===== src/rtl/atconv_pkg.sv =====
// Shared constants and types for the atrous-conv layer-memory arbiter.
package atconv_pkg;

  localparam int ADDR_W_DEF = 13;
  localparam int DATA_W_DEF = 13;

  localparam int L0_SIZE = 4096;
  localparam int L1_SIZE = 1024;

  localparam int REQ_CONV    = 0;
  localparam int REQ_POOL_RD = 1;
  localparam int REQ_POOL_WR = 2;

  typedef enum logic {
    ARB_IDLE = 1'b0,
    ARB_OWN  = 1'b1
  } arb_state_t;

endpackage


===== src/rtl/atconv_rr_pick.sv =====
// Combinational round-robin picker: first request at or after ptr, wrapping.
module atconv_rr_pick #(
  parameter int NREQ = 3,
  parameter int IW   = $clog2(NREQ)
) (
  input  logic [NREQ-1:0] req,
  input  logic [IW-1:0]   ptr,
  output logic [NREQ-1:0] gnt,
  output logic [IW-1:0]   idx,
  output logic            any
);

  int          j;
  logic [IW-1:0] jj;

  always_comb begin
    gnt = '0;
    idx = '0;
    any = 1'b0;
    j   = 0;
    jj  = '0;
    for (int k = 0; k < NREQ; k++) begin
      j = int'(ptr) + k;
      if (j >= NREQ) j = j - NREQ;
      jj = IW'(j);
      if (!any && req[jj]) begin
        any     = 1'b1;
        gnt[jj] = 1'b1;
        idx     = jj;
      end
    end
  end

endmodule


===== src/rtl/atconv_mem_arb.sv =====
// Round-robin arbiter sharing one layer-memory port among NREQ engines, with burst lock.
// Build option ATCONV_ARB_FIXED_PRIO_EN: requester 0 always wins and pre-empts bursts.
module atconv_mem_arb
  import atconv_pkg::*;
#(
  parameter int NREQ      = 3,
  parameter int ADDR_W    = ADDR_W_DEF,
  parameter int DATA_W    = DATA_W_DEF,
  parameter int MAX_BURST = 16
) (
  input  logic                   clk,
  input  logic                   reset,
  input  logic [NREQ-1:0]        req,
  input  logic [NREQ-1:0]        lock,
  input  logic [NREQ-1:0]        we,
  input  logic [NREQ-1:0]        sel,
  input  logic [NREQ*ADDR_W-1:0] addr,
  input  logic [NREQ*DATA_W-1:0] wdata,
  output logic [NREQ-1:0]        gnt,
  output logic [NREQ-1:0]        rvalid,
  output logic [DATA_W-1:0]      rdata,
  output logic                   cwr,
  output logic [ADDR_W-1:0]      caddr_wr,
  output logic [DATA_W-1:0]      cdata_wr,
  output logic                   crd,
  output logic [ADDR_W-1:0]      caddr_rd,
  input  logic [DATA_W-1:0]      cdata_rd,
  output logic                   csel,
  output logic                   busy
);

  localparam int IW = $clog2(NREQ);
  localparam int CW = $clog2(MAX_BURST) + 1;

  arb_state_t      state, state_nxt;
  logic [IW-1:0]   owner, owner_nxt, ptr, ptr_nxt;
  logic [CW-1:0]   cnt, cnt_nxt;
  logic [NREQ-1:0] arb_req, pick_gnt, gnt_int, owner_oh;
  logic [IW-1:0]   pick_idx, win, rd_id;
  logic            pick_any, win_any, preempt, own_hold;

  assign owner_oh = NREQ'(1) << owner;

`ifdef ATCONV_ARB_FIXED_PRIO_EN
  assign arb_req = req[REQ_CONV] ? (NREQ'(1) << REQ_CONV) : req;
  assign preempt = (state == ARB_OWN) && (owner != IW'(REQ_CONV)) && req[REQ_CONV];
`else
  assign arb_req = req;
  assign preempt = 1'b0;
`endif

  assign own_hold = (state == ARB_OWN) && req[owner] && !preempt;

  atconv_rr_pick #(.NREQ(NREQ), .IW(IW)) u_pick (
    .req (arb_req),
    .ptr (ptr),
    .gnt (pick_gnt),
    .idx (pick_idx),
    .any (pick_any)
  );

  // cnt holds beats already granted in the current ownership window
  always_comb begin
    state_nxt = state;
    owner_nxt = owner;
    ptr_nxt   = ptr;
    cnt_nxt   = cnt;
    gnt_int   = '0;
    win       = owner;
    win_any   = 1'b0;
    if (own_hold) begin
      gnt_int = owner_oh;
      win_any = 1'b1;
      if (!lock[owner]) begin
        state_nxt = ARB_IDLE;
        cnt_nxt   = '0;
      end else if (cnt == CW'(MAX_BURST - 1)) begin
        cnt_nxt = '0;
        if (|(req & ~owner_oh)) state_nxt = ARB_IDLE;
      end else begin
        cnt_nxt = cnt + 1'b1;
      end
    end else begin
      state_nxt = ARB_IDLE;
      cnt_nxt   = '0;
      if (pick_any) begin
        gnt_int = pick_gnt;
        win     = pick_idx;
        win_any = 1'b1;
        ptr_nxt = (pick_idx == IW'(NREQ - 1)) ? '0 : pick_idx + 1'b1;
        if (lock[pick_idx]) begin
          state_nxt = ARB_OWN;
          owner_nxt = pick_idx;
          cnt_nxt   = CW'(1);
        end
      end
    end
  end

  always_ff @(posedge clk) begin
    if (reset) begin
      state <= ARB_IDLE;
      owner <= '0;
      ptr   <= '0;
      cnt   <= '0;
    end else begin
      state <= state_nxt;
      owner <= owner_nxt;
      ptr   <= ptr_nxt;
      cnt   <= cnt_nxt;
    end
  end

  // Memory side is registered; read data comes back one cycle after crd
  always_ff @(posedge clk) begin
    if (reset) begin
      cwr      <= 1'b0;
      crd      <= 1'b0;
      csel     <= 1'b0;
      caddr_wr <= '0;
      cdata_wr <= '0;
      caddr_rd <= '0;
      rd_id    <= '0;
      rvalid   <= '0;
      rdata    <= '0;
    end else begin
      cwr <= win_any & we[win];
      crd <= win_any & ~we[win];
      if (win_any) begin
        csel  <= sel[win];
        rd_id <= win;
        if (we[win]) begin
          caddr_wr <= addr[win*ADDR_W +: ADDR_W];
          cdata_wr <= wdata[win*DATA_W +: DATA_W];
        end else begin
          caddr_rd <= addr[win*ADDR_W +: ADDR_W];
        end
      end
      rvalid <= crd ? (NREQ'(1) << rd_id) : '0;
      if (crd) rdata <= cdata_rd;
    end
  end

  assign gnt  = reset ? '0 : gnt_int;
  assign busy = (|gnt) | cwr | crd | (|rvalid);

endmodule


===== config.mk =====
export PLATFORM = sky130hd
export DESIGN_NAME = atconv_mem_arb
export DESIGN_NICKNAME = d
export VERILOG_FILES = /design/src/rtl/atconv_pkg.sv /design/src/rtl/atconv_rr_pick.sv /design/src/rtl/atconv_mem_arb.sv
export SDC_FILE = /design/constraint.sdc
export NUM_CORES = 1
export LEC_CHECK = 0
export ABC_AREA = 1
export BUFFER_PORTS_ARGS = -buffer_cell sky130_fd_sc_hd__buf_2
export CAP_MARGIN = 10
export CORE_UTILIZATION = 52
export CTS_CLUSTER_DIAMETER = 50
export CTS_CLUSTER_SIZE = 20
export DETAILED_ROUTE_END_ITERATION = 10
export PLACE_DENSITY = 0.95
export SYNTH_ARGS = -nofsm -noshare
export SYNTH_HDL_FRONTEND = slang
export SYNTH_SLANG_ARGS = --single-unit

===== constraint.sdc =====
create_clock -name clk -period 5.1 [get_ports clk]
set_input_delay 1.02 -clock clk [delete_from_list [all_inputs] [get_ports clk]]
set_output_delay 1.02 -clock clk [all_outputs]
set_load 0.01 [all_outputs]

==> results by group, run 1 <==
Outcome
  – Status: finished, final reports clean

STA
  – Setup Skew: 0.00483 ns
  – Setup TNS: 0 ns
  – Slew @ Worst Pin: 0.761 ns
  – RSZ-0062 raised after global routing: false
  – Post-layout min period: 3.51 ns
  – Relative slew slack: 0.490
  – Max Fclk: 285 MHz
  – Setup violations, final: 0
  – Final period util: 0.689
  – Final Max Tran Viols: 0
  – Hold Fails Final Rpt: 0

Setup path
  – CP Max Fanout: 12
  – Crit Path Category: flop to primary output
  – Startpoint types: flop
  – CP Cell Sequence: inv_1 > ha_1 > o21ai_1 > nand2_1 > nand3_2 > nand2_2 > inv_2 > o21ai_0 > nand2_1 > nand2_1 > nand4_1 > buf_2
  – Buf/Inv on CP: 3
  – Slowest CP cell: ha_1
  – Worst Setup End Kind: primary output
  – CP max stage delay: 0.40 ns
  – CP required: 4.08 ns
  – CP top delay family: simple AND/OR/NAND/NOR gates
  – Most used cell, CP: nand2_1
  – Crit path DAT: 2.49 ns

Die
  – Initial Utilization: 0.539
  – Die width: 88.7 microns
  – Die Y-Extent: 88.7 microns
  – Area of the die: 0.00787 sq mm
  – IO Pins: 167
  – FP Rows: 31
  – Core box area: 0.00725 sq mm

Layout
  – N_diodes: 0
  – Fillers: 664
  – Nets: 876
  – Storage cell area: 0.00140 sq mm
  – Post-Route Utilization: 0.679
  – Fin cells: 869
  – Area delta synth->final: 25.9%
  – Proportion of layout cells with a drive suffix above 1: 0.269
  – Area of the multi-input gates: 0.00208 sq mm

Logic synthesis
  – Top post-synthesis cells by count: 122 x nand2_1, 120 x nor2_1, 70 x dfxtp_1
  – Sequential cell area fraction in the yosys report: 0.359
  – Synthesized net count: 728
  – Yosys warning total: 0
  – Top-count cell post-synth: nand2_1
  – Cell variety after synth: 34
  – Fraction of registers with async set/reset: 0
  – Post-synthesis cell count: 617
  – Top FF cell, synth: dfxtp_1
  – Area leader, netlist: dfxtp_1
  – EDFF count, synth: 0
  – Cell Area, Synth: 0.00391 sq mm
  – Average cell area after synthesis: 6.34 sq um
  – Ranking of synthesized cells by area: dfxtp_1 36%, nand2_1 12%, nor2_1 12%, o21ai_0 7.9%, nand3_1 6.4%
  – Top cell type's share of synthesized area: 0.359
  – Number of synthesized register bits: 70

Clocking
  – Reg clk slew, reported paths: 0.07 ns
  – Cts bufs inserted: 9
  – Worst skew pair latency: 0.34 ns
  – CTS tree: yes
  – Post-CTS setup buffer count: 0
  – Number of hold buffers added after CTS: 0
  – Clock sinks: 70
  – Clk root buf: clkbuf_8
  – Clock buffer depth: 2
  – Cts repair resizes: 0
  – H-tree depth: 3

Detailed routing
  – Via/cell ratio: 5.24
  – DR WL met3: 776 microns
  – Initial DRC Count: 329
  – First-pass DRT Iterations: 5
  – Max Used Layer: met4
  – Wire length per cell: 13.1 microns
  – Routed Antenna Nets: 0
  – Residual DRC: 0
  – WL final: 11400 microns
  – Met2 WL post-DR: 5510 microns
  – DR vias: 4556
  – M1 wire length: 4840 microns

Global routing
  – Pin count of the biggest net entering global routing: 49
  – Antenna violations before repair: 0
  – Remaining Overflow, GRT: 0
  – GRT Overall Usage: 0.283
  – Global-route wire length before repair: 17400 microns
  – Vias in the first global route: 3937

Power and ir drop
  – Pwr dens: 822 mW/mm^2
  – Worst vdd ir: 505 uV
  – Static Leak: 2.64 nW

Place
  – HPWL Detailed: 8120 microns
  – Placer's final routability congestion estimate: 0.891
  – Buffers on Ports: 166
  – Inst Count DP: 853

Flow run
  – MaxCap Viol Count: 0

Min path
  – Hold Crit Class: flop to flop
[cell families after synthesis]
logic type | synth area share
and+or+nand+nor | 0.356
adders and majority gates | 0.0192
AOI/OAI and AO/OA | 0.153
buffers and inverters | 0.110
xor gates and xnor gates | 0.00224
DFF | 0.359
[area by class of cell]
| cell class | instances | area share |
|---|---|---|
| multi-input cells | 442 | 0.422 |
| repair buffers | 170 | 0.175 |
| clock buffers | 10 | 0.0259 |
| inverters | 72 | 0.0549 |
| clock inverters | 6 | 0.0127 |
| well taps | 99 | 0.0252 |
| flip-flops and latches | 70 | 0.285 |
[flip-flops by register name, indices dropped and copies added, names as in the netlist]
| signal | flops |
|---|---|
| caddr_rd | 13 |
| caddr_wr | 13 |
| cdata_wr | 13 |
| cnt | 5 |
| crd | 1 |
| csel | 1 |
| cwr | 1 |
| owner | 2 |
| ptr | 2 |
| rd_id | 2 |
| rdata | 13 |
| rvalid | 3 |
| state | 1 |
[worst register-to-register path: cells and delay by family, from the launching register on]
| family | cells | cell delay [ns] |
|---|---|---|
| AND/OR/NAND/NOR | 13 | 1.94 |
| flip-flops | 1 | 0.39 |
| buffers and inverters | 4 | 0.61 |
| adder cells (fa/ha/maj) | 1 | 0.42 |
[placed cells by master, fill, tap and decap left out, drive strengths merged]
master,n
ha,6
nand3,56
buf,170
nor3,4
clkbuf,10
o211ai,2
xor2,1
nand2,128
nor2,121
a31oi,2
nor4,1
bufinv,1
nor3b,2
inv,71
o22ai,1
a2111oi,1
nand3b,4
o21ai,71
nand4,3
dfxtp,70
clkinv,6
a21oi,34
nor2b,4
a32oi,1
[per-stage QoR]
stage / total power [W] / worst slack, ns / hold WS (ns) / area (sq um)
global route: 0.00445 / 1.33 / 0.500 / 4920
global placement: 0.00343 / 1.62 / 0.465 / 4730
floorplan: 0.00299 / 2.05 / 0.423 / 3910
CTS: 0.00402 / 1.61 / 0.484 / 4920
detailed placement: 0.00356 / 1.42 / 0.474 / 4730
finish: 0.00405 / 1.59 / 0.482 / 4920
[routing by layer]
layer / track usage / up-vias
met5: 0 / -
met4: 0.117 / 0
met3: 0.0429 / 29
met2: 0.485 / 209
met1: 0.355 / 2057
li1: - / 2261
[power by group]
group	total (W)	switching, W	internal [W]
clock	0.000439	0.000214	0.000225
sequential	0.000861	0.000112	0.000749
combinational	0.00275	0.00187	0.000873
total	0.00405	0.00220	0.00185
[final timing paths]
kind	from	end	slack, ns	cells past startpoint
setup reg to reg	ptr[0]	cdata_wr[12]	1.67	18
setup / recovery	ptr[0]	busy	1.59	12
hold reg to reg	rd_id[0]	rvalid[1]	0.48	2
hold / removal	rd_id[0]	rvalid[1]	0.48	2
(Power assumes the default switching activity.)
==> run 2: changes to the inputs <==
Settings changed: CORE_UTILIZATION 52 to 48, PLACE_DENSITY 0.95 to 0.9.
Clock period 5.1 ns to 3.3 ns, I/O delays scaled along.
==> run 2 against run 1 <==
  * Sequential share of layout area fell by 0.19 points
  * Clock-buffer cell count rose by 2
  * First-iteration DRC count fell by 36%
  * Combinational power rose by 56%
  * Die area rose by 8.1%
  * Via count fell by 2.4%
  * Wire length fell by 4.1%
  * Global-route usage fell by 2.6 points
  * Final cell count rose by 0.58%
  * Largest power group unchanged
==> results by group, run 2 (synthesized netlist as in run 1, its figures left out) <==
Power and ir drop
  – Worst vdd ir: 763 uV (was 505 uV)
  – Static Leak: 2.64 nW (about the same)
  – Clock power frac: 0.099 (was 0.109)
  – Switching share of power: 0.538 (was 0.543)
  – Logic pwr share: 0.688 (was 0.679)
  – Flop pwr share: 0.213 (about the same)
  – Internal power: 0.00288 W (was 0.00185 W)
  – Switching power: 0.00335 W (was 0.00220 W)
  – Pwr dens: 1260 mW/mm^2 (was 822 mW/mm^2)

Setup path
  – CP max stage delay: 0.42 ns (was 0.40 ns)
  – Worst path depth: 12 (unchanged)
  – CP Max Fanout: 12 (unchanged)
  – Worst Setup End Kind: primary output (unchanged)
  – Slowest CP cell: ha_1 (unchanged)
  – Startpoint types: flop (unchanged)
  – Crit path DAT: 2.44 ns (was 2.49 ns)
  – Crit Path Category: flop to primary output (unchanged)
  – CP top delay family: simple AND/OR/NAND/NOR gates (unchanged)
  – Buf/Inv on CP: 4 (was 3)
  – CP Cell Sequence: inv_1 > ha_1 > inv_2 > nand2_1 > nand3_1 > nand2_1 > nand3_2 > nand2_2 > inv_2 > a32oi_1 > nand4_1 > buf_2 (was inv_1 > ha_1 > o21ai_1 > nand2_1 > nand3_2 > nand2_2 > inv_2 > o21ai_0 > nand2_1 > nand2_1 > nand4_1 > buf_2)
  – CP required: 2.64 ns (was 4.08 ns)
  – R2R depth: 16 (was 18)

Detailed routing
  – Via/cell ratio: 5.09 (was 5.24)
  – DR vias: 4446 (was 4556)
  – Residual DRC: 0 (unchanged)
  – Initial DRC Count: 211 (was 329)
  – Routed Antenna Nets: 0 (unchanged)
  – Wire length per cell: 12.5 microns (was 13.1 microns)
  – First-pass DRT Iterations: 5 (unchanged)
  – WL final: 10900 microns (was 11400 microns)

STA
  – Setup violations, final: 0 (unchanged)
  – Max Fclk: 323 MHz
  – Hold Fails Final Rpt: 0 (unchanged)
  – Final period util: 0.939
  – Final Max Tran Viols: 0 (unchanged)
  – WHS: 0.471 ns (was 0.482 ns)
  – Post-layout min period: 3.10 ns
  – Setup Skew: 0.00975 ns (was 0.00483 ns)
  – RSZ-0062 raised after global routing: false (unchanged)
  – Relative slew slack: 0.614 (was 0.490)
  – Slew @ Worst Pin: 0.565 ns (was 0.761 ns)
  – Setup TNS: 0 ns (unchanged)

Layout
  – Commonest non-fill, non-tap cell in the layout: buf_2 (unchanged)
  – N_diodes: 0 (unchanged)
  – Nets: 879 (was 876)
  – Fillers: 717 (was 664)
  – Area delta synth->final: 26.8% (was 25.9%)
  – Storage cell area: 0.00140 sq mm (unchanged)
  – Area of the multi-input gates: 0.00209 sq mm (was 0.00208 sq mm)
  – Most frequent cells in the layout: 166 x buf_2, 121 x nand2_1, 120 x nor2_1 (was 166 x buf_2, 122 x nand2_1, 120 x nor2_1)
  – Proportion of layout cells with a drive suffix above 1: 0.272 (was 0.269)

Global routing
  – Pin count of the biggest net entering global routing: 61 (was 49)
  – Global-route wire length before repair: 17800 microns (was 17400 microns)
  – Vias in the first global route: 3994 (was 3937)
  – Antenna violations before repair: 0 (unchanged)
  – GRT Overall Usage: 0.257 (was 0.283)
  – Remaining Overflow, GRT: 0 (unchanged)

Clocking
  – Clk root buf: clkbuf_8 (unchanged)
  – Number of hold buffers added after CTS: 0 (unchanged)
  – Post-CTS setup buffer count: 0 (unchanged)
  – CTS tree: yes (unchanged)
  – Worst skew pair latency: 0.33 ns (was 0.34 ns)
  – H-tree depth: 3 (unchanged)
  – Reg clk slew, reported paths: 0.07 ns (about the same)
  – Clock sinks: 70 (unchanged)
  – Cts bufs inserted: 9 (unchanged)
  – Clock buffer depth: 2 (unchanged)

Outcome
  – Status: finished, final reports clean (unchanged)

Place
  – Buffers on Ports: 166 (unchanged)
  – Placer's final routability congestion estimate: 0.882 (was 0.891)
  – HPWL Detailed: 7980 microns (was 8120 microns)

Die
  – Die Y-Extent: 92.2 microns (was 88.7 microns)
  – Area of the die: 0.00851 sq mm (was 0.00787 sq mm)
  – FP Rows: 32 (was 31)
  – IO Pins: 167 (unchanged)
  – Initial Utilization: 0.501 (was 0.539)
  – Core box area: 0.00781 sq mm (was 0.00725 sq mm)
  – Die width: 92.2 microns (was 88.7 microns)

Flow run
  – MaxCap Viol Count: 0 (unchanged)

Min path
  – Hold Crit Class: flop to flop (unchanged)
  – Hold depth: 2 (unchanged)
## run 2: cell count changes in the layout (fill, tap and decap cells not counted), moves of 2 or more
cell | before | now
buf_4 | 4 | 6
clkbuf_8 | 9 | 11
clkinv_2 | 3 | 1
clkinv_4 | 2 | 0
clkinvlp_4 | 0 | 2
## run 2: timing repair
| item | CTS | global route |
|---|---|---|
| resized for setup | 0 | 3 |
| setup endpoints to repair | 0 | 32 |
| hold endpoints to repair | 0 | 0 |
## run 2: final timing paths
path,from,end,slack (ns)
worst max-delay path,ptr[0],busy,0.20
worst min-delay path,rd_id[0],rvalid[1],0.47
worst max register to register,ptr[0],cdata_wr[3],0.34
worst min register to register,rd_id[0],rvalid[1],0.47
## run 2: power groups by stage
stage | sequential [W] | clock [W] | combinational (W)
after floorplan | 0.00143 | 0 | 0.00319
after global placement | 0.00133 | 0 | 0.00402
after detailed placement | 0.00134 | 0 | 0.00421
after CTS | 0.00133 | 0.000628 | 0.00422
after global routing | 0.00136 | 0.000669 | 0.00489
final | 0.00133 | 0.000617 | 0.00429
## run 2: stage by stage
| stage | power (W) | util | std cells | setup slack (ns) | area [sq um] |
|---|---|---|---|---|---|
| after global placement | 0.00536 | 0.610 | 859 | 0.407 | 4760 |
| after floorplan | 0.00461 | - | 617 | 0.879 | 3910 |
| after detailed placement | 0.00555 | 0.610 | 859 | 0.247 | 4760 |
| after global routing | 0.00692 | 0.635 | 874 | 0.00884 | 4960 |
| final | 0.00624 | 0.635 | 874 | 0.200 | 4960 |
| after CTS | 0.00617 | 0.632 | 874 | 0.227 | 4940 |
## run 2: area by class of cell
cell class	count	area share
repair buffers	173	0.179
inverters	72	0.0545
multi-input cells	442	0.423
clock buffers	12	0.0313
flip-flops and latches	70	0.283
clock inverters	3	0.00404
well taps	102	0.0258
## run 2: tightest hold or removal path, stage by stage (launching register included)
cell	delay, ns
dfxtp_1	0.34
inv_1	0.06
nor2_1	0.03
## run 2: per-layer routing
metal	GRT usage	up-vias	part of all wire
met5	0	-	0
met4	0.0846	0	0.017
met3	0.0514	19	0.058
met2	0.439	190	0.49
met1	0.322	1975	0.43
li1	-	2262	-
==> run 3: changes to the inputs <==
Settings changed: CORE_ASPECT_RATIO from default to 1.25.
==> run 3 against run 2 <==
  * Final cell count fell by 0.46%
  * Wire length rose by 4.6%
  * Total power rose by 1.0%
  * Hold slack got worse by 0.022 ns
  * Die area barely moved
  * Global-route usage rose by 0.57 points
  * Clock skew rose by 0.0042 ns
  * Highest routed layer is now met5
==> results by group, run 3 (synthesized netlist as in run 1, its figures left out) <==
Outcome
  – Status: finished, final reports clean (unchanged)

STA
  – Max Fclk: 327 MHz (was 323 MHz)
  – Hold Fails Final Rpt: 0 (unchanged)
  – Post-layout min period: 3.05 ns (was 3.10 ns)
  – Slew @ Worst Pin: 0.572 ns (was 0.565 ns)
  – Setup Skew: 0.0139 ns (was 0.00975 ns)
  – Final Max Tran Viols: 0 (unchanged)
  – Setup TNS: 0 ns (unchanged)
  – Relative slew slack: 0.619 (was 0.614)
  – RSZ-0062 raised after global routing: false (unchanged)
  – Setup violations, final: 0 (unchanged)
  – Final period util: 0.926 (was 0.939)

Setup path
  – Crit Path Category: flop to primary output (unchanged)
  – Startpoint types: flop (unchanged)
  – Reg-to-reg startpoint: ptr[0] (unchanged)
  – Slowest CP cell: ha_1 (unchanged)
  – Worst Setup End Kind: primary output (unchanged)
  – CP Max Fanout: 12 (unchanged)
  – Worst Setup SP: ptr[0] (unchanged)
  – Crit path DAT: 2.39 ns (was 2.44 ns)
  – CP max stage delay: 0.41 ns (was 0.42 ns)
  – Most used cell, CP: nand2_1
  – CP required: 2.64 ns (about the same)
  – CP Cell Sequence: inv_1 > ha_1 > o21ai_1 > nand2_1 > nand3_2 > nand2_2 > inv_2 > o21ai_0 > nand2_1 > nand2_1 > nand4_1 > buf_2 (was inv_1 > ha_1 > inv_2 > nand2_1 > nand3_1 > nand2_1 > nand3_2 > nand2_2 > inv_2 > a32oi_1 > nand4_1 > buf_2)

Clocking
  – Number of hold buffers added after CTS: 0 (unchanged)
  – CTS tree: yes (unchanged)
  – H-tree depth: 3 (unchanged)
  – Reg clk slew, reported paths: 0.08 ns (was 0.07 ns)
  – Clock buffer depth: 2 (unchanged)
  – Post-CTS setup buffer count: 0 (unchanged)
  – Clock sinks: 70 (unchanged)
  – Cts repair resizes: 0 (unchanged)
  – Clk root buf: clkbuf_8 (unchanged)
  – Cts bufs inserted: 9 (unchanged)
  – Worst skew pair latency: 0.34 ns (was 0.33 ns)

Die
  – Area of the die: 0.00851 sq mm (about the same)
  – Die Y-Extent: 103 microns (was 92.2 microns)
  – Core box area: 0.00784 sq mm (was 0.00781 sq mm)
  – Initial Utilization: 0.499 (was 0.501)
  – FP Rows: 36 (was 32)
  – Die width: 82.7 microns (was 92.2 microns)
  – IO Pins: 167 (unchanged)

Layout
  – Storage cell area: 0.00140 sq mm (unchanged)
  – Most frequent cells in the layout: 166 x buf_2, 122 x nand2_1, 120 x nor2_1 (was 166 x buf_2, 121 x nand2_1, 120 x nor2_1)
  – Area delta synth->final: 27.0% (was 26.8%)
  – Fin cells: 870 (was 874)
  – Area of the multi-input gates: 0.00208 sq mm (was 0.00209 sq mm)
  – Commonest non-fill, non-tap cell in the layout: buf_2 (unchanged)
  – Fillers: 740 (was 717)
  – Proportion of layout cells with a drive suffix above 1: 0.274 (was 0.272)
  – Nets: 880 (was 879)

Power and ir drop
  – Worst vdd ir: 1040 uV (was 763 uV)
  – Internal power: 0.00293 W (was 0.00288 W)
  – Static Leak: 2.66 nW (was 2.64 nW)
  – Clock power frac: 0.111 (was 0.099)
  – Final Power: 0.00630 W (was 0.00624 W)
  – Flop pwr share: 0.212 (was 0.213)
  – Logic pwr share: 0.677 (was 0.688)
  – Pwr dens: 1270 mW/mm^2 (was 1260 mW/mm^2)
  – Switching share of power: 0.535 (was 0.538)
  – Switching power: 0.00337 W (was 0.00335 W)

Global routing
  – Pin count of the biggest net entering global routing: 61 (unchanged)
  – Global-route wire length before repair: 17000 microns (was 17800 microns)
  – Remaining Overflow, GRT: 0 (unchanged)
  – Antenna violations before repair: 2 (was 0)
  – GRT Overall Usage: 0.263 (was 0.257)
  – Vias in the first global route: 3948 (was 3994)

Detailed routing
  – Wire length per cell: 13.1 microns (was 12.5 microns)
  – Routed Antenna Nets: 0 (unchanged)
  – Met2 WL post-DR: 5730 microns (was 5350 microns)
  – DR WL met3: 942 microns (was 634 microns)
  – Initial DRC Count: 192 (was 211)
  – M1 wire length: 4430 microns (was 4740 microns)
  – Via/cell ratio: 5.12 (was 5.09)
  – Residual DRC: 0 (unchanged)
  – Max Used Layer: met5 (was met4)
  – First-pass DRT Iterations: 6 (was 5)
  – DR vias: 4457 (was 4446)
  – WL final: 11400 microns (was 10900 microns)

Min path
  – Hold_sp: rd_id[0] (unchanged)
  – Hold Crit Class: flop to flop (unchanged)

Place
  – Buffers on Ports: 166 (unchanged)
  – Placer's final routability congestion estimate: 1.00 (was 0.882)
  – HPWL Detailed: 8460 microns (was 7980 microns)
  – Inst Count DP: 853 (was 859)

Flow run
  – MaxCap Viol Count: 0 (unchanged)
-- run 3: layout make-up --
class	count	area share
repair buffers	174	0.179
well taps	95	0.0239
diodes	1	0.000504
multi-input cells	442	0.418
clock buffers	10	0.0277
clock inverters	6	0.0139
inverters	72	0.0544
flip-flops and latches	70	0.282
-- run 3: path summary, 6_finish.rpt --
kind	endpoint	slack [ns]	depth (start not counted)
max	busy	0.25	12
min	rvalid[0]	0.45	1
max reg2reg	caddr_rd[12]	0.33	15
min reg2reg	rvalid[0]	0.45	1
-- run 3: stage by stage --
| step | setup slack (ns) | hold WS, ns | area [sq um] | util |
|---|---|---|---|---|
| floorplan | 0.879 | 0.423 | 3910 | - |
| global placement | 0.551 | 0.456 | 4760 | 0.607 |
| detailed placement | 0.373 | 0.448 | 4760 | 0.607 |
| CTS | 0.240 | 0.451 | 4960 | 0.633 |
| global route | 0.0121 | 0.467 | 4960 | 0.633 |
| finish | 0.245 | 0.449 | 4970 | 0.634 |
-- run 3: per-layer routing --
metal / track usage / up-vias
met5: 0 / -
met1: 0.274 / 1976
met2: 0.484 / 185
met3: 0.0717 / 30
li1: - / 2264
met4: 0.109 / 2
-- run 3: worst max-delay path, delay by kind of cell, from the launching register on --
family / cells / cell delay, ns
compound gates: 2 / 0.35
fa+ha+maj: 1 / 0.41
buf+inv: 3 / 0.40
flops: 1 / 0.38
simple gates: 6 / 0.52
-- run 3: power groups by stage --
stage	clock [W]	sequential [W]	combinational, W
after detailed placement	0	0.00135	0.00423
after global placement	0	0.00134	0.00406
final	0.000699	0.00134	0.00427
after floorplan	0	0.00143	0.00319
after global routing	0.000762	0.00137	0.00485
after CTS	0.000715	0.00133	0.00427
